===== config.mk =====
export PLATFORM = sky130hd
export DESIGN_NAME = aes_ctr_controller
export DESIGN_NICKNAME = d
export VERILOG_FILES = /design/src/rtl/aes_ctr_pkg.sv /design/src/rtl/ctr_increment.sv /design/src/rtl/aes_ctr_controller.sv
export SDC_FILE = /design/constraint.sdc
export NUM_CORES = 1
export LEC_CHECK = 0
export ABC_AREA = 1
export BUFFER_PORTS_ARGS = -buffer_cell sky130_fd_sc_hd__buf_4
export CORE_AREA = 2 2 368 370
export DETAILED_ROUTE_END_ITERATION = 7
export DIE_AREA = 0 0 370 372
export HOLD_SLACK_MARGIN = 0.06
export SLEW_MARGIN = 10
export SYNTH_ARGS = -nofsm -noshare
export SYNTH_HDL_FRONTEND = slang
export SYNTH_SLANG_ARGS = --single-unit

===== constraint.sdc =====
create_clock -name clk -period 1.9 [get_ports clk]
set_clock_uncertainty 0.1 [all_clocks]
set_input_delay 0.57 -clock clk [delete_from_list [all_inputs] [get_ports clk]]
set_output_delay 0.57 -clock clk [all_outputs]
set_load 0.02 [all_outputs]

===== src/rtl/aes_ctr_pkg.sv =====
// ---------------------------------------------------------------------------
// aes_ctr_pkg
//   Types and widths shared by the AES-128 CTR-mode sequencer and its
//   counter-increment helper.
//   Contents:
//     BLOCK_W / KEY_W : AES block and key widths (128 bits each)
//     ctr_state_e     : sequencer states S_IDLE, S_START, S_WAIT, S_OUT
// ---------------------------------------------------------------------------
package aes_ctr_pkg;

    localparam int BLOCK_W = 128;
    localparam int KEY_W   = 128;

    typedef enum logic [1:0] {
        S_IDLE  = 2'd0,
        S_START = 2'd1,
        S_WAIT  = 2'd2,
        S_OUT   = 2'd3
    } ctr_state_e;

endpackage : aes_ctr_pkg


===== src/rtl/ctr_increment.sv =====
// ---------------------------------------------------------------------------
// ctr_increment
//   Combinational masked increment of a 128-bit counter block. Only the low
//   CTR_WIDTH bits count (modulo 2^CTR_WIDTH). The bits above them pass
//   through untouched, so a carry out of the counter field is dropped.
//   Ports:
//     blk_i : current counter block
//     blk_o : counter block with the low CTR_WIDTH bits incremented
// ---------------------------------------------------------------------------
module ctr_increment
    import aes_ctr_pkg::*;
#(
    parameter int CTR_WIDTH = 32
) (
    input  logic [BLOCK_W-1:0] blk_i,
    output logic [BLOCK_W-1:0] blk_o
);

    generate
        if (CTR_WIDTH >= BLOCK_W) begin : g_full
            // The whole block is the counter field.
            assign blk_o = blk_i + BLOCK_W'(1);
        end else begin : g_part
            logic [CTR_WIDTH-1:0] low_inc;

            // Self-determined width: the carry out of the counter field is lost.
            assign low_inc = blk_i[CTR_WIDTH-1:0] + CTR_WIDTH'(1);
            assign blk_o   = {blk_i[BLOCK_W-1:CTR_WIDTH], low_inc};
        end
    endgenerate

endmodule : ctr_increment


===== src/rtl/aes_ctr_controller.sv =====
// ---------------------------------------------------------------------------
// aes_ctr_controller
//   Runs an external aes_128_encrypt core in CTR mode. Key and initial counter
//   block are captured on cfg_load. Each accepted input block is held while
//   the core encrypts the current counter block. The keystream that comes back
//   is XORed with the held block and offered downstream. The counter advances
//   only after the result block has been handed off.
//   Ports:
//     clk, rst_n                 : clock, asynchronous active-low reset
//     cfg_load/cfg_key/cfg_iv    : one-cycle key / initial counter capture
//     in_valid/in_ready/in_data  : input block stream
//     out_valid/out_ready/out_data : result block stream
//     core_start/core_plaintext/core_key : request to the AES core
//     core_ciphertext/core_done  : keystream response from the AES core
//     busy        : sequencer is not idle
//     cfg_ready   : key/IV loaded since reset
//     err_timeout : sticky core-timeout flag, cleared by cfg_load
//     block_count : blocks completed since the last cfg_load
// ---------------------------------------------------------------------------
module aes_ctr_controller
    import aes_ctr_pkg::*;
#(
    parameter int CTR_WIDTH      = 32,
    parameter int TIMEOUT_CYCLES = 64
) (
    input  logic               clk,
    input  logic               rst_n,
    input  logic               cfg_load,
    input  logic [KEY_W-1:0]   cfg_key,
    input  logic [BLOCK_W-1:0] cfg_iv,
    input  logic               in_valid,
    output logic               in_ready,
    input  logic [BLOCK_W-1:0] in_data,
    output logic               out_valid,
    input  logic               out_ready,
    output logic [BLOCK_W-1:0] out_data,
    output logic               core_start,
    output logic [BLOCK_W-1:0] core_plaintext,
    output logic [KEY_W-1:0]   core_key,
    input  logic [BLOCK_W-1:0] core_ciphertext,
    input  logic               core_done,
    output logic               busy,
    output logic               cfg_ready,
    output logic               err_timeout,
    output logic [31:0]        block_count
);

    // The timeout counter must be able to hold TIMEOUT_CYCLES-1.
    localparam int                TMO_W    = $clog2(TIMEOUT_CYCLES + 1);
    localparam logic [TMO_W-1:0]  TMO_LAST = TMO_W'(TIMEOUT_CYCLES - 1);

    ctr_state_e          state_q,     state_d;
    logic [KEY_W-1:0]    key_q,       key_d;
    logic [BLOCK_W-1:0]  ctr_q,       ctr_d;
    logic [BLOCK_W-1:0]  data_q,      data_d;
    logic [BLOCK_W-1:0]  out_data_q,  out_data_d;
    logic                out_valid_q, out_valid_d;
    logic                cfg_ready_q, cfg_ready_d;
    logic                err_q,       err_d;
    logic [31:0]         count_q,     count_d;
    logic [TMO_W-1:0]    tmo_q,       tmo_d;

    logic [BLOCK_W-1:0]  ctr_inc;
    logic                in_ready_w;

    ctr_increment #(
        .CTR_WIDTH (CTR_WIDTH)
    ) u_ctr_increment (
        .blk_i (ctr_q),
        .blk_o (ctr_inc)
    );

    // cfg_load takes priority over a block arriving in the same idle cycle.
    assign in_ready_w = (state_q == S_IDLE) && cfg_ready_q && !cfg_load;

    always_comb begin
        state_d     = state_q;
        key_d       = key_q;
        ctr_d       = ctr_q;
        data_d      = data_q;
        out_data_d  = out_data_q;
        out_valid_d = out_valid_q;
        cfg_ready_d = cfg_ready_q;
        err_d       = err_q;
        count_d     = count_q;
        tmo_d       = tmo_q;

        case (state_q)
            S_IDLE: begin
                if (cfg_load) begin
                    key_d       = cfg_key;
                    ctr_d       = cfg_iv;
                    cfg_ready_d = 1'b1;
                    err_d       = 1'b0;
                    count_d     = 32'd0;
                end else if (in_valid && in_ready_w) begin
                    data_d  = in_data;
                    state_d = S_START;
                end
            end

            S_START: begin
                tmo_d   = '0;
                state_d = S_WAIT;
            end

            S_WAIT: begin
                // A done in the last allowed cycle still counts as success.
                if (core_done) begin
                    out_data_d  = data_q ^ core_ciphertext;
                    out_valid_d = 1'b1;
                    state_d     = S_OUT;
                end else if (tmo_q == TMO_LAST) begin
                    // Drop the block; the counter stays where it was.
                    err_d   = 1'b1;
                    state_d = S_IDLE;
                end else begin
                    tmo_d = tmo_q + TMO_W'(1);
                end
            end

            S_OUT: begin
                if (out_ready) begin
                    out_valid_d = 1'b0;
                    ctr_d       = ctr_inc;
                    count_d     = count_q + 32'd1;
                    state_d     = S_IDLE;
                end
            end

            default: begin
                state_d = S_IDLE;
            end
        endcase
    end

    always_ff @(posedge clk or negedge rst_n) begin
        if (!rst_n) begin
            state_q     <= S_IDLE;
            key_q       <= '0;
            ctr_q       <= '0;
            data_q      <= '0;
            out_data_q  <= '0;
            out_valid_q <= 1'b0;
            cfg_ready_q <= 1'b0;
            err_q       <= 1'b0;
            count_q     <= 32'd0;
            tmo_q       <= '0;
        end else begin
            state_q     <= state_d;
            key_q       <= key_d;
            ctr_q       <= ctr_d;
            data_q      <= data_d;
            out_data_q  <= out_data_d;
            out_valid_q <= out_valid_d;
            cfg_ready_q <= cfg_ready_d;
            err_q       <= err_d;
            count_q     <= count_d;
            tmo_q       <= tmo_d;
        end
    end

    assign in_ready       = in_ready_w;
    assign out_valid      = out_valid_q;
    assign out_data       = out_data_q;
    assign core_start     = (state_q == S_START);
    assign core_plaintext = ctr_q;
    assign core_key       = key_q;
    assign busy           = (state_q != S_IDLE);
    assign cfg_ready      = cfg_ready_q;
    assign err_timeout    = err_q;
    assign block_count    = count_q;

endmodule : aes_ctr_controller

==> impl_metrics.py <==
metrics = {
    "global_routing": {
        "grtUsageTotal": 0.149,
        "grt-ovfl-total": 0,
        "grt_pass1_vias": 25300,
        "grt_max_degree": 85,
        "grt_pass1_wl_um": 157000,
        "antenna_found_initial": 6,
    },
    "detailed_routing": {
        "avgViaCountPerCell": 4.06,
        "wl_per_cell_um": 17.8,
        "final_antenna_net_count": 0,
        "wirelength_um": 109000,
        "num_vias": 24900,
        "drc_errors": 0,
        "drtPass1Iterations": 5,
        "drt-initial-drc-count": 1642,
    },
    "final_layout": {
        "nets": 4809,
        "fin_area_um2": 44900,
        "syn2layout_area_growth_pct": 85.5,
        "final_cells": 6126,
        "seqCellArea_um2": 14000,
        "fillers": 13200,
        "final_layout_size_suffix_gt1_frac": 0.377,
        "multi_input_area_um2": 9520,
    },
    "timing": {
        "slew_headroom": 0.644,
        "setup_viol": 138,
        "drv_slew": 0,
        "setup_ws_ns": -0.384,
        "fin_tns_setup_ns": -12.34,
        "fin_crit_sh": 1.20,
        "hold_slack_ns": 0.139,
        "rsz0062_at_grt": "true",
        "tightest_slew_ns": 0.535,
        "fmax_mhz": 438,
        "min_period_ns": 2.28,
        "hold_viol_final": 0,
    },
    "critical_path": {
        "worstSetupEndpointType": "output port",
        "critPathMaxFanout": 4,
        "critPathMostFrequentCell": "buf_6",
        "worstSetupStartpointType": "flip-flop",
        "path_class": "flip-flop to output port",
        "crit_required_ns": 1.23,
        "worstPathArrival_ns": 1.61,
        "slowest_stage": "dfrtp_2",
        "critical_path_buf_inv_count": 3,
        "crit_path_cell_trace": "inv_2 > nand2_4 > nor3_4 > buf_6 > buf_6",
        "slowest_delay_ns": 0.43,
        "cpLargestDelayFamily": "flip-flops",
    },
    "power_and_ir_drop": {
        "internal_power_uw": 42400,
        "sw_frac_of_total": 0.388,
        "ir_worst_vdd_mv": 0.969,
        "p_comb_frac": 0.490,
        "total_power_uw": 69300,
        "p_switching_uw": 26900,
        "p_leak_uw": 0.0222,
        "pwr-share-seq": 0.316,
        "clkPwrFrac": 0.194,
        "powerDensity_nw_per_um2": 1540,
    },
    "yosys": {
        "async_reset_ff_frac": 1.00,
        "synthTopCellsByCount": "nand2_1, dfrtp_1, o21ai_0",
        "synth_area_um2": 24200,
        "synth-edff-count": 0,
        "synth_fp_nets": 3091,
        "synth_top_area_share": 0.575,
        "synth_warnings": 0,
        "yosysTopAreaCell": "dfrtp_1",
        "synthFlopType": "dfrtp_1",
        "synth_most_common_cell": "nand2_1",
        "ys_seq_area_frac": 0.575,
        "ys_seq_elements": 556,
        "synthTopCellsByArea": "dfrtp_1, nand2_1, mux2_4, xnor2_1, o21ai_0",
        "post_synth_inst_count": 2570,
        "avgSynthCellArea_um2": 9.42,
        "synth_cell_type_count": 39,
    },
    "clock_tree": {
        "cts_made_buffers": 67,
        "clkLatencyLatePin_ns": 0.65,
        "cts.sinks": 556,
        "tritoncts": "built",
        "root_buffer": "clkbuf_16",
        "clk_pin_slew_worst_paths_ns": 0.06,
        "htree_num_levels": 3,
        "clock_path_buffers": 3,
    },
    "die": {
        "die_y_um": 372,
        "die-width_um": 370,
        "die-area_um2": 138000,
        "rows": 135,
        "ios": 940,
        "core_um2": 134000,
        "start_util": 0.180,
    },
    "status": {
        "violations": "negative setup slack",
        "status": "complete, but fails checks",
    },
    "place": {
        "dp_cells": 5302,
        "gp_congestion": 0.905,
        "dp.final_hpwl_um": 76600,
        "port_buffers": 939,
        "place_area_um2": 34200,
    },
    "hold_path": {
        "hold_path_class": "input port to flip-flop",
    },
    "run": {
        "drv_cap": 0,
    },
}
[tightest hold or removal path, cell delays in order]
cell     delay [ns]
buf_4          0.08
xnor2_1        0.10
o21ai_0        0.08
[cells in the final DEF (no fill, tap or decap), drive strengths merged, types with 5 or more instances in the layout]
| master | synthesis | final |
|---|---|---|
| a21oi | 25 | 25 |
| buf | 67 | 1308 |
| bufinv | 0 | 6 |
| clkbuf | 43 | 90 |
| clkinv | 1 | 19 |
| dfrtp | 556 | 556 |
| diode | 0 | 5 |
| dlygate4sd3 | 0 | 447 |
| inv | 88 | 94 |
| mux2 | 128 | 128 |
| nand2 | 1116 | 1117 |
| nand3 | 61 | 61 |
| nand4 | 8 | 8 |
| nor2 | 144 | 145 |
| nor3 | 8 | 8 |
| o21ai | 163 | 163 |
| xnor2 | 129 | 129 |
[repair_timing]
item / CTS / global route
endpoints found under the setup margin: 486 / 692
hold buffers: 447 / 0
cloned: 6 / 3
setup buffers: 161 / 86
pin swaps: 2 / 5
endpoints found under the hold margin: 737 / 0
gates resized for setup: 489 / 46
[worst paths after layout]
kind / from / endpoint / slack [ns] / cells past startpoint
max reg2reg: state_q[1] / data_q[47] / -0.15 / 9
max in group asynchronous: rst_n / out_data[42] / 0.62 / 3
max: state_q[1] / in_ready / -0.38 / 5
min in group asynchronous: rst_n / core_plaintext[21] / 0.28 / 2
min reg2reg: out_data[17] / out_data[17] / 0.40 / 2
min: core_ciphertext[44] / out_data[44] / 0.14 / 3
[stage by stage]
stage	setup slack [ns]	util
2_1_floorplan	0.0846	-
3_3_place_gp	-0.182	0.255
3_5_place_dp	-0.194	0.255
4_1_cts	-0.541	0.328
5_1_grt	-0.464	0.334
6_report	-0.384	0.334
[area by class of cell]
cell class / count / share of cell area
tap: 1781 / 0.0496
sequential: 556 / 0.311
antenna: 5 / 0.000279
timing repair buffer: 1757 / 0.368
multi-input combinational: 1817 / 0.212
clock buffer: 88 / 0.0413
clock inverter: 33 / 0.00937
inverter: 89 / 0.00786
[cell families (layout without fill, tap and decap cells)]
| family | count (synthesis) | after routing | synth area share |
|---|---|---|---|
| and+or+nand+nor | 1348 | 1350 | 0.217 |
| adders and majority gates | 3 | 3 | 0.00155 |
| AOI/OAI and AO/OA | 204 | 204 | 0.0436 |
| other | 0 | 5 | 0 |
| buffers and inverters | 199 | 1967 | 0.0382 |
| muxes | 128 | 128 | 0.0766 |
| DFF | 556 | 556 | 0.575 |
| xor gates and xnor gates | 132 | 132 | 0.0478 |
[power groups by stage]
stage / Clock, uW / Sequential (uW) / Combinational [uW]
6_report: 13500 / 21900 / 33900
5_1_grt: 14300 / 22400 / 36200
4_1_cts: 13800 / 21700 / 32300
3_5_place_dp: 0 / 21300 / 26700
3_3_place_gp: 0 / 21300 / 26300
2_1_floorplan: 0 / 25100 / 9860
[flip-flops by register name, summed over array words and instances (netlist names)]
register and cells:
block_count 32, cfg_ready 1, core_key 128, core_plaintext 128, data_q 128, err_timeout 1
out_data 128, out_valid 1, state_q 2, tmo_q 7
[metal layers]
metal	part of all wire	track usage	vias to the layer above
met1	0.41	0.185	12100
met3	0.075	0.0419	245
met2	0.47	0.242	1017
li1	-	-	11500
met5	0.00012	0	-
met4	0.040	0.0640	2
No activity file was read; power rests on OpenSTA's default activity.
